## config.mk

```make
export PLATFORM = sky130hd
export DESIGN_NAME = relu_pool_quant
export DESIGN_NICKNAME = d
export VERILOG_FILES = /design/src/rtl/cnn_pkg.sv /design/src/rtl/relu_quant.sv /design/src/rtl/relu_pool_quant.sv
export SDC_FILE = /design/constraint.sdc
export NUM_CORES = 1
export LEC_CHECK = 0
export ABC_CLOCK_PERIOD_IN_PS = 12200
export CAP_MARGIN = 20
export CORE_UTILIZATION = 40
export DETAILED_ROUTE_END_ITERATION = 12
export SYNTH_ARGS = -nofsm -noshare
export SYNTH_HDL_FRONTEND = slang
export SYNTH_SLANG_ARGS = --single-unit
```

## constraint.sdc

```tcl
create_clock -name clk -period 12.2 [get_ports clk]
set_clock_uncertainty 0.2 [all_clocks]
set_input_delay 3.66 -clock clk [delete_from_list [all_inputs] [get_ports clk]]
set_output_delay 3.66 -clock clk [all_outputs]
set_load 0.03 [all_outputs]
```

## src/rtl/cnn_pkg.sv

```systemverilog
// Shared CNN datapath widths, pooling FSM state type and small helpers.
package cnn_pkg;
  localparam int ACC_W   = 32;
  localparam int ACT_W   = 8;
  localparam int ACT_MAX = 127;

  typedef enum logic [1:0] {
    RUN,
    DRAIN,
    DONE
  } pool_state_t;

  function automatic logic [ACT_W-2:0] max_act(input logic [ACT_W-2:0] a,
                                               input logic [ACT_W-2:0] b);
    return (a > b) ? a : b;
  endfunction
endpackage

```

## src/rtl/relu_quant.sv

```systemverilog
// ReLU followed by arithmetic right-shift requantization with saturation to 0..127.
module relu_quant
  import cnn_pkg::*;
#(
  parameter int unsigned SHIFT = 8
) (
  input  logic signed [ACC_W-1:0] din,
  output logic        [ACT_W-2:0] q
);

  logic signed [ACC_W-1:0] shifted;

  always_comb begin
    shifted = din >>> SHIFT;
    q       = '0;
    if (!din[ACC_W-1]) begin
      // din is non-negative here, so any bit above bit 6 means > ACT_MAX
      if (|shifted[ACC_W-1:ACT_W-1]) q = (ACT_W-1)'(ACT_MAX);
      else                           q = shifted[ACT_W-2:0];
    end
  end

endmodule

```

## src/rtl/relu_pool_quant.sv

```systemverilog
// Streaming ReLU + int8 requantization + 2x2 stride-2 max pooling over one feature map.
module relu_pool_quant
  import cnn_pkg::*;
#(
  parameter int unsigned IN_SIZE = 28,
  parameter int unsigned SHIFT   = 8
) (
  input  logic                    clk,
  input  logic                    rst,
  input  logic                    in_valid,
  output logic                    in_ready,
  input  logic signed [ACC_W-1:0] in_data,
  output logic                    out_valid,
  input  logic                    out_ready,
  output logic signed [ACT_W-1:0] out_data,
  output logic                    frame_done
);

  localparam int unsigned   CW   = $clog2(IN_SIZE);
  localparam int unsigned   HALF = IN_SIZE / 2;
  localparam logic [CW-1:0] LAST = CW'(IN_SIZE - 1);

  pool_state_t state, state_next;

  logic [CW-1:0]    row, col;
  logic [ACT_W-2:0] q, h, out_q, pool_q;
  logic [ACT_W-2:0] line_buf [HALF];
  logic             accept, out_xfer, last_elem;

  relu_quant #(.SHIFT(SHIFT)) u_relu_quant (
    .din (in_data),
    .q   (q)
  );

  assign out_xfer   = out_valid && out_ready;
  assign in_ready   = (state == RUN) && (!out_valid || out_ready);
  assign accept     = in_valid && in_ready;
  assign last_elem  = (row == LAST) && (col == LAST);
  assign pool_q     = max_act(line_buf[col[CW-1:1]], max_act(h, q));
  assign out_data   = {1'b0, out_q};
  assign frame_done = (state == DONE);

  always_ff @(posedge clk) begin
    if (rst) state <= RUN;
    else     state <= state_next;
  end

  always_comb begin
    state_next = state;
    case (state)
      RUN:     if (accept && last_elem) state_next = DRAIN;
      DRAIN:   if (out_xfer) state_next = DONE;
      DONE:    state_next = DONE;
      default: state_next = RUN;
    endcase
  end

  always_ff @(posedge clk) begin
    if (rst) begin
      row       <= '0;
      col       <= '0;
      h         <= '0;
      out_q     <= '0;
      out_valid <= 1'b0;
    end else begin
      if (out_xfer) out_valid <= 1'b0;
      if (accept) begin
        if (col == LAST) begin
          col <= '0;
          row <= (row == LAST) ? '0 : row + 1'b1;
        end else begin
          col <= col + 1'b1;
        end
        if (!col[0]) begin
          h <= q;
        end else if (row[0]) begin
          // reload wins over the clear above when a new window completes during a transfer
          out_q     <= pool_q;
          out_valid <= 1'b1;
        end
      end
    end
  end

  always_ff @(posedge clk) begin
    if (accept && col[0] && !row[0]) line_buf[col[CW-1:1]] <= max_act(h, q);
  end

endmodule

```

==> flow_metrics.py, run 1 <==
metrics = {
    "clocking": {
        "ctsRootBufferMaster": "sky130_fd_sc_hd__clkbuf_16",
        "number_of_levels_in_the_clock_h_tree": 4,
        "count_of_hold_buffers_inserted_by_post_cts_repair": 0,
        "cts_tree": "built",
        "clk-insertion-delay-late_ns": 0.42,
        "tritoncts.num_buffers": 17,
        "post-cts-setup-buffers": 0,
        "clk_pin_slew_ns": 0.06,
        "clock_sink_count": 129,
        "cts_max_path_buffers": 2,
        "cts_resized": 0,
    },
    "die": {
        "core_area_um2": 13900,
        "rows": 43,
        "die-width_um": 122,
        "start_util_pct": 41.3,
        "die_y_um": 122,
        "io_pins": 47,
        "full_die_area_um2": 14900,
    },
    "place": {
        "place.port_buffers": 37,
        "dp_hpwl_mm": 7.94,
        "place_ws_ns": 3.28,
        "gp_congestion": 0.789,
        "placedCellCount": 599,
        "detailed_place.area_um2": 6260,
    },
    "sta": {
        "final_period_util_pct": 73.1,
        "max_freq_ghz": 0.112,
        "timing.slew.headroom_pct": 34.0,
        "post-route-worst-setup-slack_ns": 3.28,
        "tightest_slew_ns": 0.990,
        "worst_hold_slack_ns": 0.252,
        "setup_viol": 0,
        "min_period_ns": 8.92,
        "report.final.slew_viol_count": 0,
        "grt_setup_unrepaired": "no",
        "final.setup.tns_ns": 0,
        "hold_violations": 0,
    },
    "global_route": {
        "grt-ovfl-total": 0,
        "grt_total_usage_pct": 17.5,
        "antenna_found_initial": 0,
        "first_global_vias": 3333,
        "grt_start_max_net_pins": 29,
        "wire_length_of_the_first_global_routing_pass_mm": 18.4,
    },
    "cells_and_area": {
        "nNetsFinal": 496,
        "area.sequential_um2": 3560,
        "n_diodes": 0,
        "fin_util_pct": 48.9,
        "syn_to_final_growth_pct": 18.4,
        "layout.filler_cells": 1192,
        "post_layout_nonfiller_instances": 633,
        "mostFrequentLayoutCell": "sky130_fd_sc_hd__edfxtp_1",
        "drive_gt1_share_pct": 15.5,
        "multi_input_comb_area_um2": 2010,
        "layout.cell_area.non_filler_um2": 6810,
        "most-common-layout-cells": "sky130_fd_sc_hd__edfxtp_1 (98), sky130_fd_sc_hd__nor2_1 (38), sky130_fd_sc_hd__clkdlybuf4s50_1 (37), sky130_fd_sc_hd__dfxtp_1 (30), sky130_fd_sc_hd__mux2i_1 (26)",
    },
    "logic_synthesis": {
        "synthesis.nets": 452,
        "synth_compound_area_share_pct": 5.53,
        "synth-main-ff-cell": "sky130_fd_sc_hd__edfxtp_1",
        "synth-adder-area-share_pct": 4.35,
        "synth_top_cell_by_area": "sky130_fd_sc_hd__edfxtp_1",
        "post_synth_main_area_contributors": "sky130_fd_sc_hd__edfxtp_1 (51%), sky130_fd_sc_hd__dfxtp_1 (11%), sky130_fd_sc_hd__mux4_2 (8.2%), sky130_fd_sc_hd__mux2i_1 (4.5%), sky130_fd_sc_hd__ha_1 (4.4%)",
        "syn_inst": 396,
        "synth_async_sr_flop_share_pct": 0,
        "synth-xor-area-share_pct": 0.761,
        "synth_largest_type_area_fraction_pct": 51.2,
        "muxShareOfSynthArea_pct": 14.2,
        "synth.cell_area_um2": 5750,
        "fraction_of_the_mapped_netlist_area_in_simple_logic_gates_pct": 9.98,
        "dominant_combinational_cell_family_by_area_after_synthesis": "multiplexers",
        "ys_seq_elements": 129,
        "number_of_enable_flip_flop_cells_after_synthesis": 98,
        "post_synthesis_area_per_instance_um2": 14.5,
        "synth_cell_types": 51,
        "synth_seq_area_share_pct": 62.0,
        "synth_warnings": 0,
    },
    "setup_path": {
        "setup.reg_to_reg.worst_slack_ns": 7.77,
        "end_of_the_worst_register_to_register_path": "out_q[1]",
        "critPathRequiredTime_ns": 8.34,
        "cp_data_arrival_time_ns": 5.06,
        "endpoint_kind": "output pin",
        "worstPathMaxFanout": 3,
        "reg2reg_depth": 10,
        "timing_worst_setup_path_type": "primary input to output pin",
        "type_of_origin_of_the_critical_path": "primary input",
    },
    "hold_path": {
        "hold-path-cell-count": 2,
        "holdCritStartpoint": "out_q[6]",
        "min_delay_worst_endpoint": "out_q[6]",
        "worst_hold_path_type": "flip-flop to flip-flop",
    },
    "route": {
        "drt_pre_antenna_iters": 4,
        "via_density": 5.25,
        "drt-total-wl_mm": 11.9,
        "num_vias": 3323,
        "drc_errors": 0,
        "avgRoutedWirePerCell_um": 18.7,
        "detail_route.iter0.violations": 260,
        "drt_antenna_net_count": 0,
    },
    "job": {
        "max_cap_violations": 0,
    },
    "pwr": {
        "power_per_cell_area_nw_per_um2": 152,
        "max-vdd-ir-drop_v": 0.0000912,
        "power_leakage_nw": 2.36,
        "finalPower_mw": 1.03,
    },
    "run_status": {
        "status": "completed",
    },
}
-- power by group --
group          total, mW  switching, mW  internal (mW)
Sequential         0.490        0.00765          0.482
Combinational     0.0800         0.0437         0.0364
Clock              0.464          0.186          0.278
-- Yosys cell counts (2+ instances only) --
master,n
sky130_fd_sc_hd__inv_1,18
sky130_fd_sc_hd__xor2_1,3
sky130_fd_sc_hd__clkbuf_1,7
sky130_fd_sc_hd__nand2_1,14
sky130_fd_sc_hd__nor4_1,2
sky130_fd_sc_hd__nor2b_1,3
sky130_fd_sc_hd__a211oi_1,5
sky130_fd_sc_hd__a31oi_1,8
sky130_fd_sc_hd__nor2_1,38
sky130_fd_sc_hd__mux4_2,21
sky130_fd_sc_hd__nand3_1,6
sky130_fd_sc_hd__and2_1,7
sky130_fd_sc_hd__xnor2_1,2
sky130_fd_sc_hd__a221o_1,6
sky130_fd_sc_hd__nor3b_1,2
sky130_fd_sc_hd__edfxtp_1,98
sky130_fd_sc_hd__nand2b_1,4
sky130_fd_sc_hd__a21oi_1,12
sky130_fd_sc_hd__o21a_1,2
sky130_fd_sc_hd__dfxtp_1,31
sky130_fd_sc_hd__nand3b_1,4
sky130_fd_sc_hd__mux2_2,6
sky130_fd_sc_hd__ha_1,20
sky130_fd_sc_hd__buf_4,2
sky130_fd_sc_hd__buf_6,3
sky130_fd_sc_hd__o21ai_1,3
sky130_fd_sc_hd__nor3_1,12
sky130_fd_sc_hd__buf_2,4
sky130_fd_sc_hd__o21ai_0,2
sky130_fd_sc_hd__mux2i_1,26
sky130_fd_sc_hd__nand4_1,5
-- worst max-delay path by stage --
stage,start,endpoint
after floorplan,out_ready,in_ready
after global placement,out_ready,in_ready
after detailed placement,out_ready,in_ready
after CTS,out_ready,in_ready
after global routing,out_ready,in_ready
final,out_ready,in_ready
-- sequential cells by signal, indices dropped and copies added (netlist names), named ones only --
register / flops
h: 7
out_valid: 1
col: 5
line_buf: 98
row: 5
state: 2
out_q: 7
-- worst max-delay path, stage by stage --
cell and delay, ns:
sky130_fd_sc_hd__clkdlybuf4s50_1 0.48, sky130_fd_sc_hd__nand2b_1 0.12, sky130_fd_sc_hd__and2_1 0.13, sky130_fd_sc_hd__clkdlybuf4s50_1 0.67
-- metal layers --
layer	share of wire, %	vias to the layer above	global-route usage, %
met3	4.8	14	5.24
met4	2.1	0	8.18
met1	45	1629	22.7
li1	-	1603	-
met5	0	-	0
met2	48	77	26.9
-- cell type report --
type	instances	area share (%)
flip-flops and latches	129	52.3
multi-input cells	232	29.4
clock buffers	18	6.30
repair buffers	42	5.91
well taps	180	3.31
clock inverters	14	1.71
inverters	18	0.992
-- logic make-up after synthesis --
logic type,after synthesis
AO/OA/AOI/OAI,44
multiplexers,54
XOR/XNOR,5
adder cells (fa/ha/maj),20
AND/OR/NAND/NOR,108
buffers and inverters,35
other,1
flip-flops,129
(Power assumes the default switching activity.)
==> run 2: changes to the inputs <==
--- a/config.mk
+++ b/config.mk
@@ -5,7 +5,7 @@
 export SDC_FILE = /design/constraint.sdc
 export NUM_CORES = 1
 export LEC_CHECK = 0
-export ABC_CLOCK_PERIOD_IN_PS = 12200
+export ABC_CLOCK_PERIOD_IN_PS = 7150
 export CAP_MARGIN = 20
 export CORE_UTILIZATION = 40
 export DETAILED_ROUTE_END_ITERATION = 12
==> constraint.sdc (replaced) <==
create_clock -name clk -period 7.15 [get_ports clk]
set_clock_uncertainty 0.2 [all_clocks]
set_input_delay 2.145 -clock clk [delete_from_list [all_inputs] [get_ports clk]]
set_output_delay 2.145 -clock clk [all_outputs]
set_load 0.03 [all_outputs]
==> run 2 against run 1 <==
  * Via count is 0.54% lower
  * Non-clock buffer count is 4 higher
  * Final area is 0.86% higher
  * Critical path type is now primary input to flip-flop
  * Critical endpoint is now out_q[4]
  * Largest power group unchanged
==> flow_metrics.py, run 2 (synthesized netlist as in run 1, its figures left out) <==
metrics = {
    "route": {
        "avgRoutedWirePerCell_um": 18.5,
        "drt_antenna_net_count": 0,
        "drc_errors": 0,
        "detail_route.iter0.violations": 289,
        "drt_pre_antenna_iters": 4,
        "via_density": 5.19,
        "drt-total-wl_mm": 11.8,
        "num_vias": 3305,
    },
    "die": {
        "start_util_pct": 41.3,
        "die-width_um": 122,
        "core_area_um2": 13900,
        "io_pins": 47,
        "die_y_um": 122,
        "full_die_area_um2": 14900,
        "rows": 43,
    },
    "pwr": {
        "power_per_cell_area_nw_per_um2": 262,
        "max-vdd-ir-drop_v": 0.000163,
        "power_leakage_nw": 2.39,
    },
    "cells_and_area": {
        "post_layout_nonfiller_instances": 637,
        "n_diodes": 0,
        "syn_to_final_growth_pct": 19.4,
        "most-common-layout-cells": "sky130_fd_sc_hd__edfxtp_1 (98), sky130_fd_sc_hd__nor2_1 (38), sky130_fd_sc_hd__clkdlybuf4s50_1 (37), sky130_fd_sc_hd__dfxtp_1 (30), sky130_fd_sc_hd__mux2i_1 (26)",
        "layout.cell_area.non_filler_um2": 6870,
        "drive_gt1_share_pct": 16.2,
        "mostFrequentLayoutCell": "sky130_fd_sc_hd__edfxtp_1",
        "number_of_flip_flops_in_the_largest_register": 98,
        "nNetsFinal": 500,
    },
    "setup_path": {
        "timing_worst_setup_path_type": "primary input to flip-flop",
        "endpoint_kind": "flip-flop",
        "critPathRequiredTime_ns": 7.26,
        "reg2reg_depth": 10,
        "cp_data_arrival_time_ns": 6.35,
        "worstPathMaxFanout": 7,
        "type_of_origin_of_the_critical_path": "primary input",
    },
    "place": {
        "dp_hpwl_mm": 8.01,
        "placedCellCount": 605,
        "gp_congestion": 0.798,
        "detailed_place.area_um2": 6300,
        "place.port_buffers": 37,
    },
    "clocking": {
        "ctsRootBufferMaster": "sky130_fd_sc_hd__clkbuf_16",
        "clk_pin_slew_ns": 0.06,
        "tritoncts.num_buffers": 17,
        "cts_resized": 0,
        "clk-insertion-delay-late_ns": 0.43,
        "count_of_hold_buffers_inserted_by_post_cts_repair": 0,
        "cts_max_path_buffers": 2,
        "clock_sink_count": 129,
        "cts_tree": "built",
        "post-cts-setup-buffers": 0,
        "number_of_levels_in_the_clock_h_tree": 4,
    },
    "run_status": {
        "status": "completed",
    },
    "sta": {
        "grt_setup_unrepaired": "no",
        "max_freq_ghz": 0.160,
        "min_period_ns": 6.23,
        "hold_violations": 0,
        "final_period_util_pct": 87.2,
        "timing.slew.headroom_pct": 34.8,
        "final.setup.tns_ns": 0,
        "report.final.slew_viol_count": 0,
        "setup_viol": 0,
        "tightest_slew_ns": 0.979,
    },
    "global_route": {
        "grt_start_max_net_pins": 29,
        "grt_total_usage_pct": 17.6,
        "antenna_found_initial": 0,
        "first_global_vias": 3416,
        "wire_length_of_the_first_global_routing_pass_mm": 18.6,
        "grt-ovfl-total": 0,
    },
    "hold_path": {
        "worst_hold_path_type": "flip-flop to flip-flop",
        "hold-path-cell-count": 2,
    },
    "job": {
        "max_cap_violations": 0,
    },
}
## run 2: changes by cell type in the layout (fill, tap and decap cells not counted)
cell and delta:
sky130_fd_sc_hd__buf_2 -1, sky130_fd_sc_hd__buf_4 +6, sky130_fd_sc_hd__bufinv_16 +1, sky130_fd_sc_hd__clkbuf_2 -1, sky130_fd_sc_hd__clkinv_2 -1, sky130_fd_sc_hd__clkinv_4 -1, sky130_fd_sc_hd__clkinvlp_4 +1
## run 2: stage by stage
| stage | util [%] | power, mW | worst slack [ns] | hold WS [ns] |
|---|---|---|---|---|
| final | 49.3 | 1.80 | 0.915 | 0.245 |
| after detailed placement | 45.2 | 0.993 | 0.464 | 0.244 |
| after global placement | 45.2 | 0.989 | 0.533 | 0.241 |
| after global routing | 49.3 | 1.86 | 0.623 | 0.289 |
| after floorplan | - | 0.942 | 1.19 | 0.279 |
| after CTS | 49.3 | 1.81 | 0.903 | 0.252 |
## run 2: layout make-up
class / count / area, um^2
Fill cell: 1165 / 7060
Sequential cell: 129 / 3560
Multi-Input combinational cell: 232 / 2010
Timing Repair Buffer: 46 / 438
Clock buffer: 18 / 429
Tap cell: 180 / 225
Clock inverter: 14 / 140
Inverter: 18 / 67.6
## run 2: final timing paths
path | start | endpoint | slack, ns
hold / removal | out_q[6] | out_q[6] | 0.24
hold reg to reg | out_q[6] | out_q[6] | 0.24
setup / recovery | in_data[27] | out_q[4] | 0.92
setup reg to reg | flip-flop | out_q[4] | 2.89
## run 2: where the power goes
part / total (mW) / internal, mW / switching, mW / leakage [nW]
Sequential: 0.836 / 0.823 / 0.0129 / 1.14
Combinational: 0.139 / 0.0653 / 0.0734 / 0.976
Clock: 0.826 / 0.510 / 0.316 / 0.273
Total: 1.80 / 1.40 / 0.403 / 2.39
## run 2: worst max-delay path, stage by stage
cell and delay [ns]:
sky130_fd_sc_hd__clkdlybuf4s50_1 0.41, sky130_fd_sc_hd__nor4_2 0.30, sky130_fd_sc_hd__and4_1 0.40, sky130_fd_sc_hd__a31oi_1 0.19, sky130_fd_sc_hd__inv_1 0.10, sky130_fd_sc_hd__ha_1 0.25
sky130_fd_sc_hd__a21oi_1 0.14, sky130_fd_sc_hd__o21ai_0 0.13, sky130_fd_sc_hd__o22ai_2 0.34, sky130_fd_sc_hd__mux2i_1 0.25, sky130_fd_sc_hd__buf_4 0.15, sky130_fd_sc_hd__ha_1 0.24
sky130_fd_sc_hd__a21o_1 0.18, sky130_fd_sc_hd__a221oi_1 0.34, sky130_fd_sc_hd__a21oi_1 0.13, sky130_fd_sc_hd__and2b_1 0.25, sky130_fd_sc_hd__a221o_1 0.37
## run 2: metal layers
| metal | GRT usage, % | vias to the layer above | routed length [um] |
|---|---|---|---|
| li1 | - | 1613 | - |
| met1 | 22.6 | 1622 | 5270 |
| met2 | 27.9 | 62 | 5860 |
| met3 | 4.92 | 8 | 505 |
| met4 | 7.56 | 0 | 166 |
| met5 | 0 | - | 0 |
